## src/rtl/load_store_unit.sv

```systemverilog
// Load/store unit: accepts one memory request at a time, classifies it for
// illegal, misaligned and out-of-range faults, performs a single-cycle data
// memory access and holds the result until the response is taken.
module load_store_unit #(
  parameter int ADDR_W    = 6,
  parameter int MEM_BYTES = 64
) (
  input  logic              clk,
  input  logic              rst,
  input  logic              req_valid,
  output logic              req_ready,
  input  logic              req_load,
  input  logic              req_store,
  input  logic [2:0]        req_funct3,
  input  logic [31:0]       req_base,
  input  logic [31:0]       req_offset,
  input  logic [31:0]       req_wdata,
  input  logic [4:0]        req_rd,
  output logic [2:0]        mem_choose,
  output logic              mem_read,
  output logic              mem_write,
  output logic [ADDR_W-1:0] mem_addr,
  output logic [31:0]       mem_wdata,
  input  logic [31:0]       mem_rdata,
  output logic              resp_valid,
  input  logic              resp_ready,
  output logic [31:0]       resp_data,
  output logic [4:0]        resp_rd,
  output logic              resp_wb,
  output logic              exc_valid,
  output logic [1:0]        exc_cause,
  output logic [31:0]       exc_addr
);

  typedef enum logic [1:0] {IDLE, ACCESS, RESP} state_t;

  state_t      state;
  logic        load_q;
  logic        store_q;
  logic [31:0] ea;
  logic [2:0]  size;
  logic [32:0] last_byte;
  logic        load_code_ok;
  logic        illegal;
  logic        misaligned;
  logic        out_of_range;
  logic        fault;
  logic [1:0]  cause;

  // The last byte touched is formed in 33 bits so an address near 2^32 cannot wrap back into range.
  always_comb begin
    ea = req_base + req_offset;
    case (req_funct3[1:0])
      2'b01:   size = 3'd2;
      2'b10:   size = 3'd4;
      default: size = 3'd1;
    endcase
    last_byte    = {1'b0, ea} + {30'd0, size} - 33'd1;
    load_code_ok = req_funct3 inside {3'b000, 3'b001, 3'b010, 3'b100, 3'b101};
    illegal      = (req_load == req_store) || (req_load && !load_code_ok) ||
                   (req_store && (req_funct3 > 3'b010));
    misaligned   = ((req_funct3[1:0] == 2'b01) && ea[0]) ||
                   ((req_funct3[1:0] == 2'b10) && (ea[1:0] != 2'b00));
    out_of_range = last_byte >= 33'(MEM_BYTES);
    fault        = illegal || misaligned || out_of_range;
    if (illegal)         cause = 2'b00;
    else if (misaligned) cause = req_load ? 2'b01 : 2'b10;
    else                 cause = 2'b11;
  end

  assign req_ready  = (state == IDLE) && !rst;
  assign resp_valid = (state == RESP);
  assign mem_read   = (state == ACCESS) && load_q;
  assign mem_write  = (state == ACCESS) && store_q && !rst;

  always_ff @(posedge clk) begin
    if (rst) begin
      state      <= IDLE;
      load_q     <= 1'b0;
      store_q    <= 1'b0;
      mem_choose <= '0;
      mem_addr   <= '0;
      mem_wdata  <= '0;
      resp_data  <= '0;
      resp_rd    <= '0;
      resp_wb    <= 1'b0;
      exc_valid  <= 1'b0;
      exc_cause  <= '0;
      exc_addr   <= '0;
    end else begin
      case (state)
        IDLE: begin
          if (req_valid) begin
            load_q     <= req_load;
            store_q    <= req_store;
            mem_choose <= req_funct3;
            mem_addr   <= ea[ADDR_W-1:0];
            mem_wdata  <= req_wdata;
            resp_rd    <= req_rd;
            resp_data  <= '0;
            resp_wb    <= 1'b0;
            exc_valid  <= fault;
            exc_cause  <= fault ? cause : 2'b00;
            exc_addr   <= ea;
            state      <= fault ? RESP : ACCESS;
          end
        end
        ACCESS: begin
          resp_data <= load_q ? mem_rdata : 32'd0;
          resp_wb   <= load_q;
          state     <= RESP;
        end
        RESP: begin
          if (resp_ready) state <= IDLE;
        end
        default: state <= IDLE;
      endcase
    end
  end

endmodule

```

## config.mk

```make
export PLATFORM = sky130hd
export DESIGN_NAME = load_store_unit
export DESIGN_NICKNAME = d
export VERILOG_FILES = /design/src/rtl/load_store_unit.sv
export SDC_FILE = /design/constraint.sdc
export NUM_CORES = 1
export LEC_CHECK = 0
export ABC_AREA = 1
export BUFFER_PORTS_ARGS = -buffer_cell sky130_fd_sc_hd__clkbuf_2
export CAP_MARGIN = 20
export CORE_MARGIN = 4
export CORE_UTILIZATION = 35
export DETAILED_ROUTE_END_ITERATION = 10
export PLACE_DENSITY = 0.65
export SKIP_CTS_REPAIR_TIMING = 1
export SYNTH_ARGS = -nofsm -noshare
export SYNTH_HDL_FRONTEND = slang
export SYNTH_SLANG_ARGS = --single-unit
```

## constraint.sdc

```tcl
create_clock -name clk -period 5.3 [get_ports clk]
set_input_delay 0.265 -clock clk [delete_from_list [all_inputs] [get_ports clk]]
set_output_delay 0.265 -clock clk [all_outputs]
set_load 0.02 [all_outputs]
```

==> results.toml, run 1 <==
[setup_path]
max_stage_delay_ns = 0.51
cp.buffers_inverters = 5
cp-start-kind = "input port"
path_common_cell = "nand2_1"
crit_path_end_kind = "flop"
crit_family = "simple AND/OR/NAND/NOR gates"
slowest_stage = "a2111oi_0"
worstPathMaxFanout = 5
crit_type = "input port to flop"
cp.required_ns = 5.53
arrival_ns = 4.77

[floorplanning]
die_x_um = 165
rows = 57
core_area_mm2 = 0.0243
die_y_um = 165
start_util_pct = 35.6
dieArea_mm2 = 0.0273
io_pins = 260

[power_and_ir_drop]
internal_power_mw = 1.79
totalPowerFinal_mw = 3.27
swShare_pct = 45.4
clock_power_share_pct = 22.3
seqPwrFrac_pct = 28.2
power.static_leakage_nw = 5.82
combPwrFrac_pct = 49.5
irDropWorstVdd_mv = 0.151
powerDensity_mw_per_mm2 = 309
p_sw_mw = 1.48

[clock_tree]
htree_num_levels = 3
numCtsBuffers = 9
cts.sinks = 112
clockRootBuffer = "clkbuf_16"
cts_max_path_buffers = 2
tritoncts = "done"
cts.clk_slew.worst_paths_ns = 0.09
clock_latency_ns = 0.36

[synthesis]
synth_most_common_cell = "nand2_1"
synth-async-reset-ratio_pct = 0
synth-seq-cells = 112
synth-main-ff-cell = "dfxtp_1"
synth.avg_cell_area_um2 = 6.11
ys.warnings.count = 0
syn_nets = 1623
synth_top_area_share_pct = 25.9
synth-edff-count = 0
synth_top_area_cell = "dfxtp_1"
synth_cells = 1417
synth_cell_type_count = 39
syn-cell-area_mm2 = 0.00866
ys_seq_area_share_pct = 25.9
yosys-top-cells-count = "435 x nand2_1, 189 x inv_1, 164 x nor2_1, 112 x dfxtp_1, 89 x a21oi_1"
yosys-top-cells-area = "dfxtp_1 26%, nand2_1 19%, ha_1 9.0%, inv_1 8.2%, nor2_1 7.1%"

[detailed_routing]
route.vias.total = 9311
via_per_inst = 4.70
first_pass_iters = 5
wl_per_cell_um = 13.4
ant_nets = 0
route.detailed.drc = 0
drtIter0Drc = 566
wirelength_um = 26600

[min_path]
worstHoldPathType = "input port to flop"

[place]
placed_cell_area_mm2 = 0.0102
io_buffers = 259
dp_worst_setup_slack_ns = 0.331
dp_hpwl_um = 21700
gp_congestion = 0.935

[timing]
worst_slack_ns = 0.758
drv_slew = 0
final-hold-violation-count = 0
fmax_ghz = 0.220
finClkSkew_ns = 0.00914
relSlewSlack_pct = 36.6
rsz0062_at_grt = "no"
worst_pin_slew_ns = 0.950
period_share_pct = 85.7
post-route-min-period_ns = 4.54
setup_tns_ns = 0
setup_viol = 0

[layout]
num-nets-final = 1859
post_route_cells_drive_above_1_share_pct = 21.7
antenna_cells = 0
area_growth_pct = 22.1
multi_input_area_mm2 = 0.00547
filler_cell_count = 2636
seq_area_mm2 = 0.00224
final_area_mm2 = 0.0106

[flow_run]
drv_cap = 0

[run_status]
status = "finished clean"

[global_routing]
grt_max_degree = 81
antenna_found_initial = 0
grt-ovfl-total = 0
grt_pass1_wl_um = 41800
grt_use_total_pct = 18.6
first_global_vias = 8659
metrics by stage:
stage               hold slack, ns  utilization, %  std cells
floorplan                    0.410               -       1417
global placement             0.447            42.1       1965
detailed placement           0.452            42.1       1965
CTS                          0.106            43.4       1981
global route                 0.106            43.5       1982
finish                       0.118            43.5       1982
worst reg2reg max path, cell delays in order, from the launching register on:
cell and delay (ns):
dfxtp_1 0.36, inv_1 0.06, nor2_1 0.24, nand2_1 0.11
inv_1 0.71, nand2_1 0.16, a21oi_1 0.17
power by group through the flow:
stage | Sequential, mW | Combinational (mW) | Clock (mW)
after floorplan | 1.00 | 1.13 | 0
after global placement | 0.942 | 1.59 | 0
after detailed placement | 0.943 | 1.61 | 0
after CTS | 0.924 | 1.62 | 0.749
after global routing | 0.931 | 1.84 | 0.776
final | 0.924 | 1.62 | 0.729
registers in the layout, summed over array words and instances, names as in the netlist:
signal,count
mem_choose,3
exc_cause,2
exc_addr,27
resp_rd,5
mem_wdata,32
exc_valid,1
state,2
store_q,1
mem_addr,5
resp_wb,1
resp_data,32
load_q,1
metal layers:
metal / GRT usage (%) / wire [µm] / up-vias
met2: 33.6 / 13100 / 225
met5: 0 / 0 / -
met3: 3.82 / 1470 / 20
met1: 23.3 / 11700 / 4098
li1: - / - / 4968
met4: 2.96 / 259 / 0
path summary, 6_finish.rpt:
kind / startpoint / end / slack, ns / cells after the start
hold reg to reg: resp_data[8] / resp_data[8] / 0.47 / 2
hold / removal: mem_rdata[31] / resp_data[31] / 0.12 / 3
setup reg to reg: state[0] / resp_data[1] / 3.44 / 6
setup / recovery: req_base[0] / exc_cause[1] / 0.76 / 29
logic make-up after synthesis:
group	Yosys count	share of synthesized area, %
adder cells (fa/ha/maj)	64	9.42
XOR/XNOR	27	2.73
buffers and inverters	247	11.0
flip-flops	112	25.9
AO/OA/AOI/OAI	196	12.6
AND/OR/NAND/NOR	771	38.4
area by class of cell:
cell class              instances  share of cell area (%)
clock buffers                   9                    2.13
clock inverters                 7                   0.887
inverters                     207                    7.36
multi-input cells            1058                    51.7
flip-flops and latches        112                    21.2
well taps                     324                    3.83
repair buffers                265                    12.9
cells in the final DEF, fill, tap and decap left out, types with 12 or more instances in the layout:
master,synthesis,final
inv_2,16,17
dfxtp_1,112,112
o211ai_1,31,31
nand4_1,22,22
nor3_1,12,12
clkbuf_2,0,259
nor2_1,164,163
nand2_2,30,30
xor2_1,19,19
nand2_1,435,435
ha_1,62,62
a21oi_1,89,89
nand3_1,74,74
inv_1,189,187
o21ai_0,59,59
Power figures use the tool's default switching activity.
==> run 2, diff against run 1 <==
ABC_AREA = not set   (was 1)
PLACE_DENSITY = 0.66   (was 0.65)
==> run 2 against run 1 <==
  * The run now ends with setup timing left
  * Cell area up 8.5%
  * Clock power down 2%
  * Clock skew up 0.0011 ns
  * Combinational power up 25%
  * Via count down 3.1%
  * Area after synthesis down 6.0%
  * Global-route usage up 0.80 points
  * Setup slack worse by 1.1 ns
  * Largest power group unchanged
==> results.toml, run 2 <==
[setup_path]
reg2regPathDepth = 5
reg2reg_to = "exc_cause[1]"
worstPathMaxFanout = 4
max_stage_delay_ns = 0.46
path_common_cell = "a211oi_2"
crit_path_end_kind = "flop"
r2r_start = "state[0]"
arrival_ns = 5.87
reg2reg_slack_ns = 3.23
crit_type = "input port to flop"
cp-start-kind = "input port"
cp.required_ns = 5.55
slowest_stage = "or4b_1"

[clock_tree]
tritoncts = "done"
clock_latency_ns = 0.36
htree_num_levels = 3
cts.clk_slew.worst_paths_ns = 0.08
cts.sinks = 112
numCtsBuffers = 9
clockRootBuffer = "clkbuf_16"
cts_max_path_buffers = 2

[floorplanning]
die_x_um = 161
dieArea_mm2 = 0.0258
core_area_mm2 = 0.0228
die_y_um = 161
rows = 55
start_util_pct = 35.7
io_pins = 260

[timing]
relSlewSlack_pct = 48.4
drv_slew = 0
finClkSkew_ns = 0.0103
fmax_ghz = 0.178
worst_pin_slew_ns = 0.774
final-hold-violation-count = 0
worst_slack_ns = -0.322
rsz0062_at_grt = "yes"
setup_tns_ns = -1.13
post-route-min-period_ns = 5.62
setup_viol = 5
period_share_pct = 106

[synthesis]
ys_seq_area_share_pct = 27.5
synth_most_common_cell = "nand2_1"
yosys-top-cells-count = "180 x nand2_1, 112 x a21oi_1, 112 x dfxtp_1, 110 x nor2_1, 62 x ha_1"
synth_cell_type_count = 96
ys.warnings.count = 0
synth-seq-cells = 112
yosys-top-cells-area = "dfxtp_1 28%, ha_1 9.5%, nand2_1 8.3%, a21oi_1 6.9%, nor2_1 5.1%"
synth_top_area_share_pct = 27.5
synth-edff-count = 0
synth-async-reset-ratio_pct = 0
syn-cell-area_mm2 = 0.00814
syn_nets = 1284
synth_cells = 1078
synth_top_area_cell = "dfxtp_1"
synth.avg_cell_area_um2 = 7.55
synth-main-ff-cell = "dfxtp_1"

[detailed_routing]
wirelength_um = 26200
route.vias.total = 9019
via_per_inst = 5.12
route.detailed.drc = 0
ant_nets = 0
first_pass_iters = 6
drtIter0Drc = 538
wl_per_cell_um = 14.9

[run_status]
status = "finished with violations"
violations = "setup timing"

[layout]
area_growth_pct = 41.0
reg_top3 = "mem_wdata x32, resp_data x32, exc_addr x27"
final_common_cell = "clkbuf_2"
antenna_cells = 0
num-nets-final = 1651
post_route_cells_drive_above_1_share_pct = 37.1
final_cell_mix = "255 x clkbuf_2, 176 x nand2_1, 157 x buf_4"
final_area_mm2 = 0.0115

[flow_run]
drv_cap = 0

[global_routing]
first_global_vias = 8507
grt-ovfl-total = 0
antenna_found_initial = 0
grt_max_degree = 75
grt_use_total_pct = 19.4
grt_pass1_wl_um = 42300

[min_path]
whs_endpoint = "mem_wdata[9]"
worstHoldPathType = "input port to flop"
hold_start = "req_wdata[9]"
hold_path_depth = 3

[power_and_ir_drop]
clock_power_share_pct = 19.5
combPwrFrac_pct = 55.5
seqPwrFrac_pct = 25.0
power.static_leakage_nw = 5.34
internal_power_mw = 2.16
p_sw_mw = 1.49
irDropWorstVdd_mv = 0.154
powerDensity_mw_per_mm2 = 318
swShare_pct = 40.8

[place]
dp_hpwl_um = 20900
placed_cell_area_mm2 = 0.0108
gp_congestion = 0.902
io_buffers = 259
## run 2: cell types whose count changed after synthesis, sizes merged, moves of 12 or more
cell,previous run,this run
a211oi,0,17
nand2b,0,12
a22oi,0,33
a21oi,92,118
a21o,1,22
nor2,176,110
nand2,470,181
o21ai,63,40
o211ai,31,9
xnor2,8,20
inv,205,55
nand3,79,15
buf,9,25
## run 2: cell families after synthesis
logic type	Yosys count	synth area share (%)
AO/OA/AOI/OAI	323	27.0
AND/OR/NAND/NOR	422	24.6
buffers and inverters	118	6.19
multiplexers	8	1.05
adder cells (fa/ha/maj)	65	10.2
XOR/XNOR	30	3.50
flip-flops	112	27.5
## run 2: power groups by stage
stage / combinational [mW] / sequential, mW / clock [mW]
floorplan: 1.18 / 0.984 / 0
global placement: 1.88 / 0.932 / 0
detailed placement: 1.89 / 0.934 / 0
CTS: 1.90 / 0.914 / 0.736
global route: 2.24 / 0.920 / 0.769
finish: 2.03 / 0.914 / 0.712
## run 2: per-layer routing
layer | share of wire (%) | wire (µm) | up-vias | global-route usage (%)
met2 | 49 | 12700 | 242 | 33.8
met5 | 0 | 0 | - | 0
met3 | 4.8 | 1250 | 24 | 2.18
met1 | 45 | 11900 | 4174 | 26.0
met4 | 1.2 | 327 | 0 | 4.30
li1 | - | - | 4579 | -
## run 2: area by class of cell
class	count	area, µm²
clock buffer	10	239
clock inverter	6	65.1
fill	2225	11300
inverter	56	210
multi-input combinational	848	5810
sequential	112	2240
tap	313	392
timing repair buffer	418	2520
## run 2: worst max path at each step
stage                      start       end  slack (ns)  cells past startpoint
global route         req_base[0]  state[1]       -0.52                     30
CTS                 req_base[16]  state[1]       -0.59                     25
finish               req_base[0]  state[1]       -0.32                     30
detailed placement  req_base[16]  state[1]       -0.97                     25
floorplan            req_base[0]  state[1]       -0.27                     28
global placement    req_base[16]  state[1]       -0.88                     25
## run 2: per-stage QoR
stage	hold WS [ns]	total power [mW]	util [%]	std cells	setup slack [ns]
2_1_floorplan	0.401	2.17	-	1078	-0.274
3_3_place_gp	0.441	2.81	47.3	1741	-0.879
3_5_place_dp	0.446	2.83	47.3	1741	-0.966
4_1_cts	0.101	3.55	48.6	1757	-0.590
5_1_grt	0.112	3.93	50.4	1763	-0.523
6_report	0.117	3.65	50.4	1763	-0.322
## run 2: worst max-delay path: cells and delay by family
family / cells / cell delay [ns]
AND/OR/NAND/NOR: 9 / 2.05
adder cells (fa/ha/maj): 3 / 0.73
buffers and inverters: 3 / 0.17
AO/OA/AOI/OAI: 14 / 2.54
XOR/XNOR: 1 / 0.12
